File: src/rtl/move_arbiter.sv
// Per-frame movement scheduler for the two fighters. Every MOVE_DIV frame ticks it
// samples both fighters, grants move pulses so the sprites never overlap, and drives the collision flag.
module move_arbiter #(
    parameter int MOVE_DIV   = 3,
    parameter int CHAR_WIDTH = 128,
    parameter int STEP_FWD0  = 3,
    parameter int STEP_FWD1  = 2
) (
    input  logic       clk,
    input  logic       rst,
    input  logic       frame_tick,
    input  logic [3:0] state0,
    input  logic [3:0] state1,
    input  logic [9:0] x0,
    input  logic [9:0] x1,
    output logic       move_en0,
    output logic       move_en1,
    output logic       collision,
    output logic       rr_ptr
);

    localparam logic [1:0] S_WAIT   = 2'd0;
    localparam logic [1:0] S_SAMPLE = 2'd1;
    localparam logic [1:0] S_DECIDE = 2'd2;
    localparam logic [1:0] S_ISSUE  = 2'd3;

    localparam logic [3:0] ST_LEFT  = 4'd1;
    localparam logic [3:0] ST_RIGHT = 4'd2;

    localparam logic [3:0]        DIV_LAST  = 4'(MOVE_DIV - 1);
    localparam logic signed [10:0] STEP0    = 11'(STEP_FWD0);
    localparam logic signed [10:0] STEP1    = 11'(STEP_FWD1);
    localparam logic signed [10:0] STEP_SUM = 11'(STEP_FWD0 + STEP_FWD1);
    localparam logic        [10:0] WIDTH    = 11'(CHAR_WIDTH);

    logic [1:0]         fsm;
    logic [3:0]         div_cnt;
    logic [3:0]         st0_q;
    logic [3:0]         st1_q;
    logic [9:0]         x0_q;
    logic [9:0]         x1_q;
    logic signed [10:0] gap;

    logic fwd0, fwd1, away0, away1;
    logic ok0, ok1;
    logic grant0, grant1, rr_next;

    assign fwd0  = (st0_q == ST_RIGHT);
    assign away0 = (st0_q == ST_LEFT);
    assign fwd1  = (st1_q == ST_LEFT);
    assign away1 = (st1_q == ST_RIGHT);
    assign ok0   = (gap >= STEP0);
    assign ok1   = (gap >= STEP1);

    // Contested approaches: the priority holder is tried first, then the other fighter.
    always_comb begin
        grant0  = 1'b0;
        grant1  = 1'b0;
        rr_next = rr_ptr;
        if (fwd0 && fwd1) begin
            if (gap >= STEP_SUM) begin
                grant0 = 1'b1;
                grant1 = 1'b1;
            end else begin
                if (!rr_ptr) begin
                    if (ok0)      grant0 = 1'b1;
                    else if (ok1) grant1 = 1'b1;
                end else begin
                    if (ok1)      grant1 = 1'b1;
                    else if (ok0) grant0 = 1'b1;
                end
                if (grant0)      rr_next = 1'b1;
                else if (grant1) rr_next = 1'b0;
            end
        end else begin
            grant0 = away0 | (fwd0 & ok0);
            grant1 = away1 | (fwd1 & ok1);
        end
    end

    always_ff @(posedge clk) begin
        if (rst) begin
            fsm       <= S_WAIT;
            div_cnt   <= 4'd0;
            st0_q     <= 4'd0;
            st1_q     <= 4'd0;
            x0_q      <= 10'd0;
            x1_q      <= 10'd0;
            gap       <= 11'sd0;
            move_en0  <= 1'b0;
            move_en1  <= 1'b0;
            collision <= 1'b0;
            rr_ptr    <= 1'b0;
        end else begin
            move_en0 <= 1'b0;
            move_en1 <= 1'b0;
            case (fsm)
                S_WAIT: begin
                    if (frame_tick) begin
                        if (div_cnt == DIV_LAST) begin
                            div_cnt <= 4'd0;
                            fsm     <= S_SAMPLE;
                        end else begin
                            div_cnt <= div_cnt + 4'd1;
                        end
                    end
                end
                S_SAMPLE: begin
                    st0_q <= state0;
                    st1_q <= state1;
                    x0_q  <= x0;
                    x1_q  <= x1;
                    // Zero-extended to 11 bits so an overlap goes negative instead of wrapping.
                    gap   <= $signed({1'b0, x1}) - $signed({1'b0, x0}) - $signed(WIDTH);
                    fsm   <= S_DECIDE;
                end
                S_DECIDE: begin
                    move_en0  <= grant0;
                    move_en1  <= grant1;
                    collision <= (gap < STEP1);
                    rr_ptr    <= rr_next;
                    fsm       <= S_ISSUE;
                end
                default: begin
                    fsm <= S_WAIT;
                end
            endcase
        end
    end

endmodule

File: config.mk
export PLATFORM = sky130hd
export DESIGN_NAME = move_arbiter
export DESIGN_NICKNAME = d
export VERILOG_FILES = /design/src/rtl/move_arbiter.sv
export SDC_FILE = /design/constraint.sdc
export NUM_CORES = 1
export LEC_CHECK = 0
export BUFFER_PORTS_ARGS = -buffer_cell sky130_fd_sc_hd__clkbuf_2
export CAP_MARGIN = 30
export CORE_ASPECT_RATIO = 1.4
export CORE_MARGIN = 2
export CORE_UTILIZATION = 55
export DETAILED_ROUTE_END_ITERATION = 8
export HOLD_SLACK_MARGIN = 0.1
export PLACE_DENSITY = 0.79
export SLEW_MARGIN = 20
export SYNTH_ARGS = -nofsm -noshare
export SYNTH_HDL_FRONTEND = slang
export SYNTH_SLANG_ARGS = --single-unit
File: constraint.sdc
create_clock -name clk -period 2.7 [get_ports clk]
set_input_delay 0.27 -clock clk [delete_from_list [all_inputs] [get_ports clk]]
set_output_delay 0.27 -clock clk [all_outputs]
set_load 0.05 [all_outputs]
==> impl_results.md <==
* Total CTS buffers at 5
* Root Buffer: clkbuf_8
* Total core area at 3150 um2
* MaxCap Viol Count at 0
* Setup CP Type: in2reg
* CTS Sinks at 29
* Post-synth cell types at 44
* Combinational power share at 44.3%
* Yosys warnings at 0
* Total chip power at 1.74 mW
* Top FF cell, synth: dfxtp_1
* CTS clk-pin slew, worst paths at 0.06 ns
* Leak Pwr at 0.962 nW
* Die height at 72.2 um
* Initial Utilization at 57.9%
* Reg power frac at 35.4%
* Max Fclk at 421 MHz
* Worst Setup End Kind: register
* Setup WS post-layout at 0.327 ns
* 1st-pass router iterations at 4
* Antenna fix cells at 0
* Ranking of synthesized cells by area: dfxtp_1, ha_1, nor2_1
* Final worst path period share at 87.9%
* Area growth syn-to-layout at 16.4%
* Critical path arrival at 2.53 ns
* Die Area at 3800 um2
* GRT overflow at 0
* Critical Path RT at 2.86 ns
* Final Wtd Congestion at 0.707
* Yosys top cell by area: dfxtp_1
* Synth Instances at 206
* Via count at 1554
* Most frequent cells after synthesis: nor2_1, dfxtp_1, ha_1, inv_1
* Core Rows at 24
* #FFs+latches synth at 29
* Synthesized area per cell at 8.87 um2
* Antenna violations before repair at 0
* Nets@finish at 298
* Status: finished, final reports clean
* Most common cell in the synthesized netlist: nor2_1
* 1st-iter DRT viols at 31
* Tmin final at 2.37 ns
* Hold-fix buffers, CTS at 0
* Slew Limit Fails at 0
* Pint at 1.07 mW
* Clock Power Share at 20.3%
* Cell Area, Synth at 1830 um2
* Vias in the first global route at 1482
* Total track usage at 20.2%
* Placed Cells at 276
* Die width at 52.7 um
* Post-CTS Setup Inserts at 0
* Worst-path maximum fanout at 3
* Post-detailed-route count of antenna-violating nets at 0
* Worst-Margin Slew at 0.656 ns
* Multi-input logic area at 1140 um2
* Post-DP HPWL at 2.55 mm
* Final TNS setup at 0 ns
* Setup WS pre-CTS at 0.0453 ns
* Layout cells sized above 1 at 20.1%
* Max_slew headroom at 56.2%
* DRC errors left at 0
* Final hold violations at 0
* PD cells at 821 nW/um2
* Post-synth EDFFs at 0
* Total I/O pin count at 35
* Switching Share at 38.7%
* Worst min-delay path class: in2reg
* Reg area at 581 um2
* WL final at 3.40 mm
* Post-synthesis async set-or-reset flop share at 0%
* Post-synthesis sequential area ratio at 31.8%
* Clk_lat worst skew at 0.28 ns
* Max rail drop VDD at 641 uV
* Clk buf depth at 2
* Largest net degree at the start of global routing at 34
* Filler cell count at 282
* Clock Skew at 0.00308 ns
* Fin Hold WS at 0.229 ns
* Post-CTS Resized at 0
* Post-route insts no fill at 283
* Sw Pwr at 0.676 mW
* Yosys top cell area share at 31.8%
* Setup-failing EPs final at 0
* Crit path launch type: input pin
* Htree depth at 2
* Vias/cell at 5.49
* Input/output buffers at 34
* RSZ-0062 raised after global routing: false
* WL per Instance at 12.0 um
* CTS tree: yes
* First-pass GRT wire length at 5.79 mm
* Synthesized Nets at 260
per-layer routing:
metal,track usage [%],vias to the layer above,share of wire [%]
met4,9.40,0,2.6
met5,0,-,0
met3,4.94,8,3.5
met1,21.6,707,41
met2,36.1,32,53
li1,-,807,-
path summary, 6_finish.rpt:
| path | slack (ns) | endpoint | cells past startpoint | from |
|---|---|---|---|---|
| worst max-delay path | 0.33 | gap[9] | 10 | x0[1] |
| worst min-delay path | 0.23 | st0_q[1] | 3 | state0[1] |
| worst max register to register | 0.83 | gap[9] | 6 | fsm[1] |
| worst min register to register | 0.49 | fsm[1] | 2 | fsm[1] |
registers in the layout, indices dropped and copies added, names as in the netlist:
name       cells
move_en0       1
rr_ptr         1
gap           11
collision      1
st0_q          4
fsm            2
div_cnt        4
st1_q          4
move_en1       1
area by class of cell:
cell class	count	share of cell area, %
Clock buffer	7	4.06
Inverter	22	3.88
Timing Repair Buffer	36	8.71
Tap cell	39	2.30
Multi-Input combinational cell	150	53.7
Sequential cell	29	27.3
cell families after synthesis:
group           count (synthesis)  synth area share (%)
mux                            11                  6.03
simple gates                   63                  18.3
buf+inv                        27                  5.68
flops                          29                  31.8
compound gates                 45                  18.2
xor+xnor                        8                  3.84
fa+ha+maj                      23                  16.2
critical path, stage by stage:
cell	delay [ns]
clkbuf_2	0.07
inv_1	0.03
ha_1	0.28
ha_1	0.24
fa_1	0.39
a21o_1	0.18
a211o_1	0.32
a21boi_2	0.17
nor4_1	0.06
or4_1	0.51
power groups by stage:
stage          Clock [mW]  Combinational (mW)  Sequential (mW)
4_1_cts             0.362               0.780            0.616
3_3_place_gp            0               0.752            0.620
6_report            0.355               0.773            0.617
3_5_place_dp            0               0.771            0.623
5_1_grt             0.376               0.877            0.629
2_1_floorplan           0               0.622            0.609
metrics by stage:
| stage | cell area, um2 | utilization, % |
|---|---|---|
| 6_report | 2130 | 67.4 |
| 5_1_grt | 2130 | 67.4 |
| 4_1_cts | 2130 | 67.4 |
| 3_5_place_dp | 2040 | 64.7 |
| 3_3_place_gp | 2040 | 64.7 |
| 2_1_floorplan | 1830 | - |
layout by cell type (no fill, tap or decap), types with 2 or more instances in the layout:
master and n:
clkbuf_8 6, a211oi_1 7, inv_1 22, nand2b_1 4
o21ai_0 8, o22ai_1 2, ha_1 22, nor3_1 3
dfxtp_1 29, buf_4 2, nand3_1 2, nor4b_1 3
xnor2_1 2, nor2_1 30, nand2_1 9, a21oi_1 11
a21o_1 2, xor2_1 6, o21a_1 2, clkbuf_2 34
nor4_2 2, mux2i_1 11, nand4b_1 2
Note: power is estimated with default switching activity, not from simulation.
